===== src/rtl/db_to_signed_binary_12bit.sv =====
// Converts a whole-dB attenuation plus sign into a signed 12-bit linear sample.
// Uses 24 quarter-dB per octave: octave count sets a right shift, remainder indexes a mantissa table.
module db_to_signed_binary_12bit #(
  parameter int STEP_QDB = 24,
  parameter int MAX_OCT  = 11
) (
  input  logic        clock,
  input  logic        reset,
  input  logic        start,
  input  logic [8:0]  input_db,
  input  logic        input_negative,
  output logic [11:0] output_binary,
  output logic        done,
  output logic        busy,
  output logic [2:0]  state_dbg
);

  typedef enum logic [2:0] {
    IDLE     = 3'd0,
    OCTAVE   = 3'd1,
    MANTISSA = 3'd2,
    SHIFT    = 3'd3,
    OUTPUT   = 3'd4
  } state_t;

  state_t      state, state_next;
  logic [10:0] q;
  logic [3:0]  oct;
  logic        neg;
  logic [11:0] mag;

  // Handshake: start is sampled only while busy is low; done pulses once per
  // accepted request, in the first IDLE cycle, and output_binary holds its value
  // until the next done.

  // round(2047 * 10^(-r/80)), one entry per quarter-dB within an octave
  function automatic logic [11:0] mant_lookup(input logic [4:0] r);
    logic [11:0] v;
    case (r)
      5'd0:    v = 12'd2047;
      5'd1:    v = 12'd1989;
      5'd2:    v = 12'd1932;
      5'd3:    v = 12'd1878;
      5'd4:    v = 12'd1824;
      5'd5:    v = 12'd1773;
      5'd6:    v = 12'd1722;
      5'd7:    v = 12'd1673;
      5'd8:    v = 12'd1626;
      5'd9:    v = 12'd1580;
      5'd10:   v = 12'd1535;
      5'd11:   v = 12'd1491;
      5'd12:   v = 12'd1449;
      5'd13:   v = 12'd1408;
      5'd14:   v = 12'd1368;
      5'd15:   v = 12'd1329;
      5'd16:   v = 12'd1292;
      5'd17:   v = 12'd1255;
      5'd18:   v = 12'd1219;
      5'd19:   v = 12'd1185;
      5'd20:   v = 12'd1151;
      5'd21:   v = 12'd1118;
      5'd22:   v = 12'd1087;
      5'd23:   v = 12'd1056;
      default: v = 12'd0;
    endcase
    return v;
  endfunction

  logic can_sub;
  assign can_sub = (q >= 11'(STEP_QDB)) && (oct < 4'(MAX_OCT));

  always_ff @(posedge clock) begin
    if (reset) state <= IDLE;
    else       state <= state_next;
  end

  always_comb begin
    state_next = state;
    case (state)
      IDLE:     if (start) state_next = OCTAVE;
      OCTAVE:   if (!can_sub) state_next = MANTISSA;
      MANTISSA: state_next = SHIFT;
      SHIFT:    if (oct == 4'd0) state_next = OUTPUT;
      OUTPUT:   state_next = IDLE;
      default:  state_next = IDLE;
    endcase
  end

  always_ff @(posedge clock) begin
    if (reset) begin
      q             <= '0;
      oct           <= '0;
      neg           <= 1'b0;
      mag           <= '0;
      output_binary <= '0;
      done          <= 1'b0;
    end else begin
      done <= 1'b0;
      case (state)
        IDLE: begin
          if (start) begin
            q   <= {input_db, 2'b00};
            neg <= input_negative;
            oct <= '0;
          end
        end
        OCTAVE: begin
          if (can_sub) begin
            q   <= q - 11'(STEP_QDB);
            oct <= oct + 4'd1;
          end
        end
        MANTISSA: begin
          mag <= (oct == 4'(MAX_OCT)) ? 12'd0 : mant_lookup(q[4:0]);
        end
        SHIFT: begin
          if (oct != 4'd0) begin
            mag <= mag >> 1;
            oct <= oct - 4'd1;
          end
        end
        OUTPUT: begin
          // mag never exceeds 2047, so negation cannot overflow; -0 stays 0
          output_binary <= neg ? (12'd0 - mag) : mag;
          done          <= 1'b1;
        end
        default: ;
      endcase
    end
  end

  assign busy      = (state != IDLE);
  assign state_dbg = state;

endmodule

===== config.mk =====
export PLATFORM = sky130hd
export DESIGN_NAME = db_to_signed_binary_12bit
export DESIGN_NICKNAME = d
export VERILOG_FILES = /design/src/rtl/db_to_signed_binary_12bit.sv
export SDC_FILE = /design/constraint.sdc
export NUM_CORES = 1
export LEC_CHECK = 0
export BUFFER_PORTS_ARGS = -buffer_cell sky130_fd_sc_hd__buf_2
export CAP_MARGIN = 20
export CELL_PAD_IN_SITES_DETAIL_PLACEMENT = 2
export CELL_PAD_IN_SITES_GLOBAL_PLACEMENT = 2
export CORE_MARGIN = 2
export CORE_UTILIZATION = 32
export DETAILED_ROUTE_END_ITERATION = 10
export PLACE_DENSITY_LB_ADDON = 0.25
export SLEW_MARGIN = 20
export SYNTH_ARGS = -nofsm -noshare
export SYNTH_HDL_FRONTEND = slang
export SYNTH_SLANG_ARGS = --single-unit

===== constraint.sdc =====
create_clock -name clock -period 2.6 [get_ports clock]
set_input_delay 0 -clock clock [delete_from_list [all_inputs] [get_ports clock]]
set_output_delay 0 -clock clock [all_outputs]
set_load 0.03 [all_outputs]

==> results of run 1 <==
## layer usage
metal / share of wire / GRT usage
met5: 0 / 0
met4: 0.0030 / 0.0349
met3: 0.022 / 0.0219
met2: 0.49 / 0.344
met1: 0.48 / 0.259
## kinds of logic after synthesis
| logic type | count (synthesis) | share of synthesized area |
|---|---|---|
| AND/OR/NAND/NOR | 131 | 0.223 |
| AO/OA/AOI/OAI | 113 | 0.252 |
| flip-flops | 54 | 0.353 |
| buffers and inverters | 34 | 0.0473 |
| adder cells (fa/ha/maj) | 15 | 0.0637 |
| XOR/XNOR | 12 | 0.0343 |
| multiplexers | 8 | 0.0269 |
## through the flow
step	TNS [ns]	instance area [µm²]	setup slack [ns]	power [mW]	instances
floorplan	0	3070	0.00662	2.12	367
global placement	0	3530	0.0606	2.52	537
detailed placement	-0.0741	3530	-0.0276	2.60	537
CTS	-0.0269	3680	-0.0269	3.18	549
global route	-1.03	3740	-0.217	3.47	551
finish	-0.321	3740	-0.120	3.23	551
## synthesized netlist by cell type (3+ instances only)
library cell | n | share of area
clkbuf_1 | 13 | 0.016
o21ai_0 | 13 | 0.021
nor3b_1 | 3 | 0.0073
inv_1 | 11 | 0.013
dfxtp_1 | 54 | 0.35
a22oi_1 | 10 | 0.024
nand2_1 | 32 | 0.039
nand2b_1 | 5 | 0.010
xnor2_1 | 4 | 0.011
xor2_1 | 8 | 0.023
o31ai_1 | 4 | 0.0098
a211oi_1 | 26 | 0.064
nor3_1 | 6 | 0.0098
buf_1 | 3 | 0.0037
a21o_1 | 4 | 0.0098
mux2i_1 | 6 | 0.020
or3_1 | 6 | 0.012
o211ai_1 | 3 | 0.0073
nand3_1 | 3 | 0.0049
nor2_1 | 50 | 0.061
a21oi_1 | 27 | 0.044
nor2b_1 | 4 | 0.0082
ha_1 | 14 | 0.057
## power by group
| group | internal (mW) | switching (mW) |
|---|---|---|
| combinational | 0.666 | 0.867 |
| clock | 0.201 | 0.326 |
| sequential | 1.01 | 0.162 |
| total | 1.88 | 1.35 |
## critical path: stages, from the launching register on
cell and delay (ns):
dfxtp_2 0.36, ha_4 0.16, or4_4 0.51, nor4_4 0.28, a211oi_2 0.12, a2111o_1 0.46
buf_4 0.18, buf_6 0.12, o21ai_0 0.19, a21o_1 0.16, o31ai_1 0.07
## worst max path at each step
stage / end / slack (ns) / cells past startpoint
after floorplan: flip-flop / 0.007 / 10
after global placement: flip-flop / 0.06 / 10
after detailed placement: flip-flop / -0.03 / 8
after CTS: flip-flop / -0.03 / 8
after global routing: flip-flop / -0.22 / 10
final: flip-flop / -0.12 / 10
## layout make-up
class | instances | area, µm² | area share
multi-input combinational | 279 | 1900 | 0.508
sequential | 54 | 1090 | 0.291
timing repair buffer | 68 | 444 | 0.119
tap | 129 | 161 | 0.0431
clock buffer | 5 | 68.8 | 0.0184
inverter | 13 | 51.3 | 0.0137
clock inverter | 3 | 28.8 | 0.00769
## repair_timing
action                                  CTS  global route
gates resized for setup                   5            11
buffers inserted                          3             2
hold endpoints to repair                  1             0
hold buffers                              1             0
pin swaps                                 2             3
endpoints found under the setup margin    5             9
==> results.yml, run 1 <==
worst_hold_path:
  hp-start: "start"
  hold_class: "in -> reg"
  hold_path_end: "state_dbg[0]"
  hold_depth: 3
die:
  dieArea_mm2: 0.0104
  coreArea_mm2: 0.00928
  start_util: 0.330
  fp.dieH_um: 102
  row_count: 35
  num_io_pins: 30
  fp.dieW_um: 102
worst_setup_path:
  path_class: "reg -> reg"
  crit_arrival_ns: 2.94
  startpoint: "q[3]"
  worstPathRequired_ns: 2.82
  start_kind: "flip-flop"
  reg2reg_depth: 10
  r2r_start: "q[3]"
  cp-end-kind: "flip-flop"
  crit_fanout: 4
  r2r_slack_ns: -0.12
timing:
  rsz0062_at_grt: "true"
  tightest_slew_ns: 0.623
  slew-limit-headroom: 0.580
  hold_viol: 0
  fin_crit_sh: 1.05
  fin_skew_ns: 0.0127
  setup_slack_ns: -0.120
  period_needed_ns: 2.72
  fmax_mhz: 368
  setup_viol: 6
  slew_violations: 0
  timing.hold.ws_ns: 0.0122
cells_and_area:
  drive_gt1_frac: 0.258
  final_common_cell: "nor2_1"
  finalNetCount: 449
  fillers: 1101
  area_delta_synth_final_pct: 22.1
  final_cell_mix: "nor2_1 (50), dfxtp_1 (49), buf_4 (37)"
  n_antenna_cell: 0
  final_util: 0.403
grt:
  grt_pass1_wl_um: 16200
  grt_pass1_vias: 3138
  antenna_found_initial: 0
  grt_max_degree: 32
  grt_remaining_overflow: 0
  grt_usage: 0.195
synth:
  synth_area_mm2: 0.00307
  syn_avg_cell_area_um2: 8.35
  synthCells: 367
  synth-async-reset-ratio: 0
  yosysWarnings: 0
  synth_cell_types: 66
  ys_ff_latch: 54
  syn_nets: 395
  ys.flop_type: "dfxtp_1"
  synth_edf_count: 0
  yosysSeqAreaShare: 0.353
status:
  violations: "setup timing"
  outcome: "finished with violations"
clock_tree:
  clock_latency_ns: 0.32
  cts_inserted_buffers: 5
  cts_tree: "done"
  path_clk_slew_ns: 0.11
  clock_path_buffers: 2
  clock_sinks: 54
  cts_root_buffer: "clkbuf_8"
  cts_htree_levels: 2
detailed_routing:
  wl_per_cell_um: 17.7
  wirelength_um: 9760
  drt_iter0_markers: 42
  vias_per_cell: 5.31
  vias: 2928
  drc: 0
  drtPass1Iterations: 4
  ant_nets: 0
pwr:
  vdd_drop_max_mv: 0.309
  leakage_nw: 1.57
  pwr_density_cell_mw_per_mm2: 863
placed_design:
  portBuffers: 29
  gp_congestion: 0.874
  hpwl_um: 7250
job:
  drv_cap: 0
No activity file was read; power rests on OpenSTA's default activity.
==> run 2, diff against run 1 <==
==> constraint.sdc (replaced) <==
create_clock -name clock -period 2.6 [get_ports clock]
set_input_delay 0 -clock clock [delete_from_list [all_inputs] [get_ports clock]]
set_output_delay 0 -clock clock [all_outputs]
set_load 0.1 [all_outputs]
==> run 2 against run 1 <==
Net effect:
- the flow still finishes with violations (setup timing)
- wire length grew 2.7%
- first-iteration DRC count is 38% higher
- register-to-register slack improved by 0.05 ns
- largest cell class unchanged
- highest routed layer unchanged
- combinational power is 18% higher
- setup slack better by 0.050 ns
- fmax increased by 1.9%
- clock power decreased by 4.0%
- cell count rose by 2.2%
- clock skew decreased by 0.0027 ns
- non-clock buffer count up 12
==> results.yml, run 2 (synthesis results as in run 1) <==
die:
  coreArea_mm2: 0.00928
  num_io_pins: 30
  fp.dieW_um: 102
  start_util: 0.330
  fp.dieH_um: 102
  dieArea_mm2: 0.0104
  row_count: 35
clock_tree:
  clock_latency_ns: 0.31
  path_clk_slew_ns: 0.11
  cts_inserted_buffers: 5
  clock_path_buffers: 2
  cts_root_buffer: "clkbuf_8"
  clock_sinks: 54
  cts_htree_levels: 2
  cts_tree: "done"
timing:
  slew-limit-headroom: 0.668
  rsz0062_at_grt: "true"
  fin_crit_sh: 1.03
  setup_slack_ns: -0.0698
  slew_violations: 0
  tightest_slew_ns: 0.493
  setup_viol: 6
  fin_skew_ns: 0.0100
  fmax_mhz: 375
  hold_viol: 0
  period_needed_ns: 2.67
status:
  violations: "setup timing"
  outcome: "finished with violations"
placed_design:
  portBuffers: 29
  placedInstanceArea_mm2: 0.00362
  dp_cells: 547
  hpwl_um: 7400
  gp_congestion: 0.845
worst_setup_path:
  r2r_slack_ns: -0.07
  worstPathRequired_ns: 2.81
  path_class: "reg -> reg"
  crit_arrival_ns: 2.88
  crit_fanout: 9
  cp-end-kind: "flip-flop"
  reg2reg_depth: 9
  r2r_start: "q[3]"
  start_kind: "flip-flop"
cells_and_area:
  final_area_mm2: 0.00392
  finalNetCount: 461
  final_cell_mix: "nor2_1 (49), dfxtp_1 (49), buf_4 (48)"
  fin_cells: 563
  drive_gt1_frac: 0.311
  final_util: 0.422
  area_delta_synth_final_pct: 27.7
  n_antenna_cell: 0
detailed_routing:
  drtPass1Iterations: 4
  ant_nets: 0
  vias: 2994
  wl_per_cell_um: 17.8
  drt_iter0_markers: 58
  drc: 0
  vias_per_cell: 5.32
  wirelength_um: 10000
worst_hold_path:
  hold_depth: 3
  hp-start: "start"
  hold_class: "in -> reg"
  hold_path_end: "state_dbg[0]"
grt:
  grt_pass1_vias: 3239
  grt_max_degree: 40
  antenna_found_initial: 0
  grt_pass1_wl_um: 16300
  grt_usage: 0.198
  grt_remaining_overflow: 0
pwr:
  leakage_nw: 1.65
  pwr_density_cell_mw_per_mm2: 886
  power_mw: 3.47
  vdd_drop_max_mv: 0.378
job:
  drv_cap: 0
-- run 2: routing by layer --
| metal | GRT usage | up-vias | routed length [µm] |
|---|---|---|---|
| met5 | 0 | - | 0 |
| met4 | 0.0349 | 0 | 116 |
| met3 | 0.0253 | 10 | 269 |
| met2 | 0.360 | 41 | 5020 |
| met1 | 0.254 | 1489 | 4610 |
| li1 | - | 1454 | - |
-- run 2: cell type report --
class,instances,area [µm²]
repair buffers,80,538
inverters,13,53.8
multi-input cells,279,1970
flip-flops and latches,54,1090
well taps,129,161
clock inverters,3,23.8
fillers,1063,5370
clock buffers,5,68.8
-- run 2: worst max-delay path by stage --
stage,cells past startpoint,end,start,slack [ns]
4_1_cts,9,flip-flop,q[3],-0.03
2_1_floorplan,10,flip-flop,state_dbg[2],-0.03
3_5_place_dp,8,flip-flop,q[3],-0.11
3_3_place_gp,9,flip-flop,q[3],0.03
5_1_grt,9,flip-flop,q[3],-0.16
6_report,9,flip-flop,q[3],-0.07
-- run 2: worst max-delay path: stages (launching register included) --
cell      delay, ns
dfxtp_2        0.35
ha_4           0.15
or4_4          0.50
nor4_4         0.28
a211oi_2       0.15
a2111o_1       0.52
inv_4          0.16
xnor2_1        0.13
o22ai_1        0.11
a22o_2         0.21
-- run 2: timing repair --
item / 4_1_cts / 5_1_grt
endpoints found under the setup margin: 7 / 9
buffers inserted: 2 / 5
hold buffers: 1 / 0
pin swaps: 2 / 6
hold endpoints to repair: 1 / 0
gates resized for setup: 17 / 17
-- run 2: where the power goes --
group / switching [mW] / leakage (nW) / internal, mW
Sequential: 0.159 / 0.444 / 1.01
Combinational: 1.03 / 1.15 / 0.764
Clock: 0.309 / 0.0491 / 0.196
-- run 2: metrics by stage --
| step | setup slack [ns] | hold WS (ns) | TNS [ns] |
|---|---|---|---|
| 4_1_cts | -0.0285 | 0.00987 | -0.0654 |
| 3_3_place_gp | 0.0339 | 0.267 | 0 |
| 5_1_grt | -0.162 | 0.0300 | -1.02 |
| 2_1_floorplan | -0.0311 | 0.136 | -0.0407 |
| 3_5_place_dp | -0.110 | 0.277 | -0.400 |
| 6_report | -0.0698 | 0.0118 | -0.225 |
==> run 3, diff against run 2 <==
- CORE_UTILIZATION: 32 -> 33
- CTS_BUF_LIST: not set -> sky130_fd_sc_hd__clkbuf_2
- SKIP_LAST_GASP: not set -> 1
==> run 3 against run 2 <==
Net effect:
- the run still ends with setup timing left
- die area is 2.9% lower
- core utilization is 2.0 points higher
- clock skew is 0.018 ns higher
- cell area is 2.7% higher
- cell count is 0.18% lower
- sequential power hardly changed
- non-clock buffer count is 17 higher
- sequential cell count stayed put
- global-route usage is 1.3 points higher
- register-to-register slack worse by 0.12 ns
- clock-buffer cell count stayed put
- largest cell class unchanged
==> results.yml, run 3 (synthesis results as in run 1) <==
status:
  outcome: "finished with violations"
  violations: "setup timing"
detailed_routing:
  vias_per_cell: 5.51
  vias: 3096
  drt_iter0_markers: 80
  drc: 0
  drtPass1Iterations: 4
  wirelength_um: 10900
  ant_nets: 0
  wl_per_cell_um: 19.4
worst_setup_path:
  crit_arrival_ns: 3.17
  crit_path_max_incr_delay_ns: 0.56
  cp-end-kind: "flip-flop"
  reg2reg_depth: 9
  crit_chain: "buf_4 > nand2_1 > or4_1 > a21o_2 > a2111o_1 > inv_4 > xnor2_1 > o22ai_1 > a22o_2"
  slowest_stage: "a2111o_1"
  r2r_slack_ns: -0.19
  crit_family: "compound AO/OA/AOI/OAI gates"
  critical_path_buf_inv_count: 2
  worstPathRequired_ns: 2.99
  start_kind: "flip-flop"
  path_class: "reg -> reg"
  r2r_start: "q[3]"
  crit_fanout: 9
placed_design:
  portBuffers: 29
  placedInstanceArea_mm2: 0.00359
  gp_congestion: 0.821
  dp_cells: 528
  pre_cts_ws_ns: -0.0945
  hpwl_um: 7190
timing:
  fmax_mhz: 359
  period_needed_ns: 2.79
  slew_violations: 0
  hold_viol: 0
  timing.setup.tns_ns: -1.06
  rsz0062_at_grt: "true"
  fin_skew_ns: 0.0284
  setup_slack_ns: -0.188
  slew-limit-headroom: 0.612
  tightest_slew_ns: 0.580
  fin_crit_sh: 1.07
  setup_viol: 9
die:
  coreArea_mm2: 0.00911
  fp.dieW_um: 100
  dieArea_mm2: 0.0101
  row_count: 35
  fp.dieH_um: 100
  start_util: 0.337
  num_io_pins: 30
pwr:
  power_mw: 3.48
  pwr_density_cell_mw_per_mm2: 865
  leakage_nw: 1.71
  vdd_drop_max_mv: 0.284
cells_and_area:
  fin_cells: 562
  area_delta_synth_final_pct: 31.2
  n_antenna_cell: 0
  final_area_mm2: 0.00402
  fillers: 1044
  final_common_cell: "buf_4"
  final_cell_mix: "buf_4 (55), nor2_1 (49), dfxtp_1 (49)"
  drive_gt1_frac: 0.319
  finalNetCount: 478
grt:
  antenna_found_initial: 0
  grt_pass1_vias: 3310
  grt_usage: 0.212
  grt_remaining_overflow: 0
  grt_pass1_wl_um: 17000
  grt_max_degree: 33
clock_tree:
  cts_tree: "done"
  path_clk_slew_ns: 0.32
  cts_root_buffer: "clkbuf_2"
  clock_latency_ns: 0.47
  cts_inserted_buffers: 5
  clock_path_buffers: 2
  clock_sinks: 54
  cts_htree_levels: 2
job:
  drv_cap: 0
worst_hold_path:
  hold_class: "in -> reg"
  hold_depth: 4
  hp-start: "input_db[1]"
## run 3: changes by cell type in the layout (fill, tap and decap cells not counted), sizes merged
| cell | previous run | this run |
|---|---|---|
| buf | 79 | 86 |
| dlygate4sd3 | 1 | 11 |
## run 3: cell type report
| type | instances | area [µm²] | share of cell area |
|---|---|---|---|
| multi-input cells | 279 | 2000 | 0.496 |
| flip-flops and latches | 54 | 1090 | 0.272 |
| repair buffers | 97 | 691 | 0.172 |
| well taps | 111 | 139 | 0.0345 |
| inverters | 13 | 51.3 | 0.0128 |
| clock inverters | 3 | 26.3 | 0.00653 |
| clock buffers | 5 | 25.0 | 0.00622 |
## run 3: repair_timing
action	CTS	global route
pin swaps	3	9
setup buffers	8	8
hold endpoints to repair	13	1
endpoints found under the setup margin	9	14
resized for setup	12	23
hold buffers	10	1
## run 3: layer usage
layer,routed length [µm],track usage,vias up
li1,-,-,1491
met1,4990,0.272,1541
met2,5550,0.373,54
met3,242,0.0244,10
met4,106,0.0611,0
met5,0,0,-
## run 3: worst max-delay path by stage
stage	slack, ns	end	cells after the start	startpoint
6_report	-0.19	flip-flop	9	q[3]
5_1_grt	-0.28	flip-flop	8	q[3]
4_1_cts	-0.06	flip-flop	9	q[3]
3_5_place_dp	-0.09	flip-flop	9	q[3]
3_3_place_gp	0.02	flip-flop	9	q[3]
2_1_floorplan	-0.03	flip-flop	10	state_dbg[2]
## run 3: where the power goes
group / internal (mW) / leakage (nW) / switching, mW
logic: 0.829 / 1.23 / 1.10
clock network: 0.0773 / 0.0339 / 0.301
registers: 1.01 / 0.444 / 0.159
total: 1.92 / 1.71 / 1.56
## run 3: worst min-delay path, cell delays in order
cell      delay, ns
buf_2          0.11
nand2_1        0.13
a211oi_1       0.12
o41ai_2        0.24
## run 3: per-stage QoR
| step | hold slack [ns] | util |
|---|---|---|
| floorplan | 0.136 | - |
| detailed placement | 0.278 | 0.395 |
| finish | 0.156 | 0.442 |
| global placement | 0.266 | 0.395 |
| global route | 0.135 | 0.442 |
| CTS | 0.0182 | 0.423 |
